--- config.mk ---
export PLATFORM = sky130hd
export DESIGN_NAME = load_spill_align
export DESIGN_NICKNAME = d
export VERILOG_FILES = /design/src/rtl/load_spill_align.sv
export SDC_FILE = /design/constraint.sdc
export NUM_CORES = 1
export LEC_CHECK = 0
export BUFFER_PORTS_ARGS = -buffer_cell sky130_fd_sc_hd__buf_4
export CAP_MARGIN = 0
export CELL_PAD_IN_SITES_DETAIL_PLACEMENT = 0
export CELL_PAD_IN_SITES_GLOBAL_PLACEMENT = 1
export CORE_ASPECT_RATIO = 0.8
export CORE_MARGIN = 2
export CORE_UTILIZATION = 36
export CTS_BUF_LIST = sky130_fd_sc_hd__clkbuf_4 sky130_fd_sc_hd__clkbuf_8
export CTS_CLUSTER_DIAMETER = 150
export DETAILED_ROUTE_END_ITERATION = 8
export GPL_TIMING_DRIVEN = 0
export PLACE_DENSITY_LB_ADDON = 0.1
export SLEW_MARGIN = 20
export SYNTH_ARGS = -nofsm -noshare
export SYNTH_HDL_FRONTEND = slang
export SYNTH_SLANG_ARGS = --single-unit
--- constraint.sdc ---
create_clock -name clk -period 6.6 [get_ports clk]
set_input_delay 0.66 -clock clk [delete_from_list [all_inputs] [get_ports clk]]
set_output_delay 0.66 -clock clk [all_outputs]
set_load 0.01 [all_outputs]
--- src/rtl/load_spill_align.sv ---
// load_spill_align
//
// Fetches the one or two memory words that a load touches and assembles
// them into one aligned word for the subword extract / sign-extend stage.
// A load whose bytes cross the LLEN boundary ("spill") takes two beats:
// the word containing PAdrM, then the next sequential word. The two words
// are funnel-shifted so that the addressed byte lands at byte 0. The
// downstream offset is then 0.
//
// Ports
//   clk, reset        clock; asynchronous active-high reset
//   LoadReqM          load request, held until LoadValidM
//   PAdrM, Funct3M    low address bits and funct3 of the load
//   FlushM            abort of the in-flight load
//   MemRdReq          beat request to memory
//   MemWordSel        0 = word containing PAdr, 1 = next word
//   MemRdValid        beat return strobe
//   MemRdData         beat return data
//   ReadDataWordMuxM  assembled word (held until the next completion)
//   PAdrOutM          byte offset for the extract stage
//   Funct3OutM        captured funct3
//   LoadValidM        one-cycle completion strobe
//   StallM            pipeline stall while a load is in flight
//   MisalignedM       the current load spans two words
module load_spill_align #(
    parameter int LLEN = 64
) (
    input  logic            clk,
    input  logic            reset,
    input  logic            LoadReqM,
    input  logic [2:0]      PAdrM,
    input  logic [2:0]      Funct3M,
    input  logic            FlushM,
    output logic            MemRdReq,
    output logic            MemWordSel,
    input  logic            MemRdValid,
    input  logic [LLEN-1:0] MemRdData,
    output logic [LLEN-1:0] ReadDataWordMuxM,
    output logic [2:0]      PAdrOutM,
    output logic [2:0]      Funct3OutM,
    output logic            LoadValidM,
    output logic            StallM,
    output logic            MisalignedM
);

    localparam int OB    = (LLEN == 64) ? 3 : 2;
    localparam int BYTES = LLEN / 8;

    typedef enum logic [1:0] {IDLE, BEAT0, BEAT1, DONE} state_t;

    state_t          state;
    logic [2:0]      padr_q;
    logic [2:0]      funct3_q;
    logic [LLEN-1:0] w0;

    logic [3:0]      size_now;
    logic [4:0]      off_now;
    logic            spill_now;
    logic [OB+2:0]   shamt;
    logic [LLEN-1:0] spill_word;

    // Spill test on the live request; it is captured on acceptance.
    assign size_now  = 4'd1 << Funct3M[1:0];
    assign off_now   = 5'(PAdrM[OB-1:0]);
    assign spill_now = (off_now + 5'(size_now)) > 5'(BYTES);

    // Second beat is funneled straight into the output register together
    // with the stored first beat, so no separate W1 holding register is needed.
    assign shamt      = {padr_q[OB-1:0], 3'b000};
    assign spill_word = LLEN'({MemRdData, w0} >> shamt);

    always_ff @(posedge clk or posedge reset) begin
        if (reset) begin
            state            <= IDLE;
            padr_q           <= '0;
            funct3_q         <= '0;
            w0               <= '0;
            ReadDataWordMuxM <= '0;
            PAdrOutM         <= '0;
            Funct3OutM       <= '0;
            MisalignedM      <= 1'b0;
        end else begin
            case (state)
                IDLE: begin
                    if (LoadReqM && !FlushM) begin
                        padr_q      <= PAdrM;
                        funct3_q    <= Funct3M;
                        MisalignedM <= spill_now;
                        state       <= BEAT0;
                    end
                end
                BEAT0: begin
                    // Flush wins over a same-cycle beat return.
                    if (FlushM) begin
                        state <= IDLE;
                    end else if (MemRdValid) begin
                        w0 <= MemRdData;
                        if (MisalignedM) begin
                            state <= BEAT1;
                        end else begin
                            ReadDataWordMuxM <= MemRdData;
                            PAdrOutM         <= padr_q;
                            Funct3OutM       <= funct3_q;
                            state            <= DONE;
                        end
                    end
                end
                BEAT1: begin
                    if (FlushM) begin
                        state <= IDLE;
                    end else if (MemRdValid) begin
                        ReadDataWordMuxM <= spill_word;
                        PAdrOutM         <= 3'd0;
                        Funct3OutM       <= funct3_q;
                        state            <= DONE;
                    end
                end
                default: begin
                    // DONE: never accepts a new request (one bubble).
                    state <= IDLE;
                end
            endcase
        end
    end

    assign MemRdReq   = (state == BEAT0) || (state == BEAT1);
    assign MemWordSel = (state == BEAT1);
    assign LoadValidM = (state == DONE) && !FlushM;
    // Gated by reset so the stall drops together with the async reset even
    // if the requester is still holding LoadReqM.
    assign StallM     = !reset && (((state == IDLE) && LoadReqM) || MemRdReq);

endmodule

**Yosys cells after proc, flatten, opt, wreduce, memory -nomap -nowiden**

Index checks and enable logic that the tools add are counted.

- Register bits: 143
- Input bits: 75
- Logic and storage cells: 63

- $add $sub $neg: 1
- Magnitude comparators: 1
- Equality and inequality tests: 11
- Shift-type cells: 2
- Muxes and demuxes: 25
- Bitwise gates (word level): 1
- Reductions and logical operators: 14

Operator list:

| operator | count |
|---|---|
| 64-bit two-way mux | 5 |
| 64-bit case mux with 2 select lines | 1 |
| 128-bit by 6-bit >> shifter with 64-bit output | 1 |
| 3-bit two-way mux | 10 |
| 3-bit case mux with 2 select lines | 2 |
| 2-bit two-way mux | 5 |
| 2-bit inequality test (second input constant) | 5 |
| 2-bit case mux with 3 select lines | 1 |
| 3-bit AND reduction | 2 |
| 6-bit AND reduction | 1 |
| 3-bit by 4-bit adder with 5-bit output | 1 |
| 5-bit by 4-bit > comparator with 1-bit output (second input constant) | 1 |
| 2-bit == test (second input constant) | 2 |
| 1-bit logical AND | 4 |
| 1-bit by 2-bit << shifter with 4-bit output (first input constant) | 1 |
| 3-bit by 2-bit inequality test with 1-bit output (second input constant) | 1 |
| 3-bit inequality test (second input constant) | 1 |
| 2-bit by 1-bit == test with 1-bit output (second input constant) | 1 |
| 1-bit zero test | 2 |
| 2-bit zero test | 1 |
| 1-bit logical OR | 2 |
| 2-bit by 1-bit inequality test with 1-bit output (second input constant) | 1 |
| 2-bit AND reduction | 1 |
| 2-bit nonzero test | 1 |
| other kinds (2) | 2 |

**Longest topological paths before layout**

- Word-level depth: 4
- Depth in mapped cells: 10
- Mapped depth without buffers: 8

**Least setup slack after synthesis**

No wires, ideal clock.

- Path type: register to register
- Start point: reg state[0]
- End point: reg ReadDataWordMuxM[25]
- Arrival time: 1.946 ns
- Data required time: 6.496 ns
- Path slack: 4.550 ns
- Stages on the path, launching flop included: 10
- Cell sequence: dfrtp_1 > inv_1 > ha_1 > nor2_1 > or3_1 > buf_2 > buf_6 > buf_2 > nand2_1 > a221oi_1

- Word-level cells in the longest chain between the ends: 3

Ends and longest elaborated chain:

| element | RTL line | text |
|---|---|---|
| start: declaration | 51 | `state_t state;` |
| start signal: assignment | 74 | `state <= IDLE;` |
| start signal: assignment | 89 | `state <= BEAT0;` |
| start signal: assignment | 95 | `state <= IDLE;` |
| 2-bit == test * | - |  |
| via MemWordSel | 35 | `output logic MemWordSel,` |
| 2-bit by 1-bit inequality test with 1-bit output (no source line), or another cell as far along | - |  |
| 6-bit AND reduction (no source line) | - |  |
| end signal: assignment | 101 | `ReadDataWordMuxM <= MemRdData;` |
| end signal: assignment | 112 | `ReadDataWordMuxM <= spill_word;` |
| end: declaration | 38 | `output logic [LLEN-1:0] ReadDataWordMuxM,` |

The timed path passes the listed nets; every way through them passes the cells marked *.
A chain may end at the register's enable or synchronous reset.

**Worst setup path after layout**

- Start point: reg state[0]
- End point: reg ReadDataWordMuxM[51]

- Word-level cells in the longest chain between the ends: 3

Ends and longest elaborated chain:

| element | RTL line | text |
|---|---|---|
| 2-bit by 1-bit == test with 1-bit output / 2-bit == test (equally long branches) | 83 | `case (state)` |
| 2-bit inequality test (no source line), or another cell as far along | - |  |
| 6-bit AND reduction (no source line) | - |  |

Several ways; a longest one is shown, not always the timed one.

==> qor.yml <==
post-route-util: 0.444
clock_skew_ns: 0.0121
status: "completed"
max_freq_mhz: 345
grt_usage: 0.266
synthCells: 755
synthAdderAreaFrac: 0.0132
grt_overflow: 0
holdCritPathClass: "in -> async"
cp_max_fo: 10
critPathRequiredTime_ns: 6.97
worst-setup-path-type: "reg -> reg"
worstMarginPinSlew_ns: 1.08
crit_path_end: "ReadDataWordMuxM[51]$_DFFE_PP0P_"
synth_edf_count: 0
p_per_area_nw_per_um2: 516
drive_gt1_frac: 0.408
grt_pass1_vias: 8047
wire_per_inst_um: 27.8
synth_cell_type_count: 40
top_usage_layer: "met2"
rsz0062_at_grt: "false"
place.gp.congestion: 0.933
ir_worst_vdd_mv: 0.174
seq_area_frac_synth: 0.392
synth_top_area_share: 0.392
cts.repair.resized: 0
coreArea_sq_um: 25100
grt_max_degree: 73
slew_viol_final: 0
htreeDepth: 4
post-route-min-period_ns: 2.89
synth_top_family_by_area: "multiplexers"
synth_flop_cell: "dfrtp_1"
drv_cap: 0
slew_headroom: 0.281
place_hpwl_um: 25400
yosysWarnings: 0
avgSynthCellArea_sq_um: 12.1
postCtsHoldBufs: 0
use_met2: 0.415
synth_mux_area_frac: 0.364
synth_xor_area_frac: 0.00192
io_buffer_count: 149
fin_crit_sh: 0.439
ff2ff_setup_slack_ns: 3.71
nets: 1008
syn_area_sq_um: 9130
worstSetupStartpointType: "flip-flop"
antenna_found_initial: 0
reg2reg_depth: 8
cts_buffer_depth: 2
synth-async-reset-ratio: 1.00
drc_errors: 0
synth_compound_area_frac: 0.109
use_met1: 0.363
grt_use_met3: 0.0718
cts_root_buf: "clkbuf_8"
rows: 52
cts_buffers: 17
syn2layout_area_growth_pct: 22.0
total_leakage_power_uw: 0.00500
reg2reg_from: "state[0]$_DFFE_PP0P_"
dr.pass1.iters: 5
via_per_inst: 6.17
finalSetupTns_ns: 0
layout.cell_area.non_filler_sq_um: 11100
diodes: 0
yosysMostFrequentCell: "dfrtp_1"
fp.dieH_um: 146
start_util: 0.364
cts_sinks: 143
clk_latency_ns: 0.47
placed_area_sq_um: 10700
cp-end-kind: "flip-flop"
r2r-end: "ReadDataWordMuxM[51]$_DFFE_PP0P_"
yosys_register_bits: 143
ant_nets: 0
drt_iter0_markers: 701
yosysTopAreaCell: "dfrtp_1"
critical_path.startpoint: "state[0]$_DFFE_PP0P_"
syn-num-nets: 839
synthSimpleGateAreaFrac: 0.0792
synth_common_cells: "143 x dfrtp_1, 78 x mux4_2, 76 x mux2_2"
arrival_ns: 3.26
wirelength_um: 35100
die-area_sq_um: 26700
synth.top_cells.by_area: "dfrtp_1 39%, mux4_2 19%, mux2_2 9.4%"
fp.dieW_um: 182
path_clk_slew_ns: 0.09
grt_first_pass_wirelength_um: 51600
cts_tree: "yes"
boundaryPins: 150
hold_viol: 0
cts_setup_buffers: 0
finalSetupViolCount: 0
num_vias: 7780
[stage by stage]
step	hold WS [ns]	worst slack (ns)	std cells	total power, uW
floorplan	0.433	2.10	755	3740
finish	0.228	3.71	1261	5750
detailed placement	0.461	3.73	1229	4890
global placement	0.449	0.239	1228	4830
global route	0.257	3.53	1261	6040
CTS	0.249	3.70	1261	5730
[routing by layer]
layer	share of wire	up-vias
met4	0.023	0
met1	0.43	4033
met5	0	-
met3	0.087	64
li1	-	3219
met2	0.46	464
[worst max-delay path, cell delays in order, from the launching register on]
cell	delay, ns
dfrtp_1	0.44
inv_1	0.09
ha_1	0.27
nor2_1	0.57
or3_1	0.20
buf_2	0.17
clkbuf_1	0.64
a211oi_1	0.18
a21o_1	0.22
[where the power goes]
group	internal (uW)	total, uW	switching [uW]
registers	1300	1710	404
logic	1630	3210	1590
clock network	430	827	397
[placed cells by master (no fill, tap or decap), types with 18 or more instances in the layout]
master and count:
clkbuf_1 21, mux4_2 78, clkbuf_8 18, buf_2 26
a211oi_1 40, nor2_1 74, mux2_2 76, dfrtp_1 143
buf_4 158, mux2i_1 71, a21o_1 42, nor3_1 19
nand2_1 36
[cell type report]
class                      instances  area (sq um)
sequential                       143          3580
inverter                           9          41.3
timing repair buffer             150          1150
clock buffer                      18           248
tap                              324           405
fill                            2369         14000
clock inverter                    14           205
multi-input combinational        537          5180
buffer                            66           337
[flip-flops by register name (all words and copies together) (netlist names)]
| name | cells |
|---|---|
| w0 | 64 |
| PAdrOutM | 3 |
| MisalignedM | 1 |
| padr_q | 3 |
| Funct3OutM | 3 |
| ReadDataWordMuxM | 64 |
| funct3_q | 3 |
| state | 2 |
[how the worst min path moves through the flow]
stage	from	to	slack, ns	cells after the start
final	reset	ReadDataWordMuxM[47]$_DFFE_PP0P_	0.23	2
after global routing	reset	w0[63]$_DFFE_PP0P_	0.26	2
after CTS	reset	state[1]$_DFFE_PP0P_	0.25	2
after detailed placement	funct3_q[0]$_DFFE_PP0P_	Funct3OutM[0]$_DFFE_PP0P_	0.46	2
after global placement	funct3_q[1]$_DFFE_PP0P_	Funct3OutM[1]$_DFFE_PP0P_	0.45	2
after floorplan	funct3_q[0]$_DFFE_PP0P_	Funct3OutM[0]$_DFFE_PP0P_	0.43	2
[cell families after synthesis]
kind of cell / count (synthesis)
mux: 225
fa+ha+maj: 9
buf+inv: 75
compound gates: 139
simple gates: 162
xor+xnor: 2
flops: 143
No activity file was read; power rests on OpenSTA's default activity.
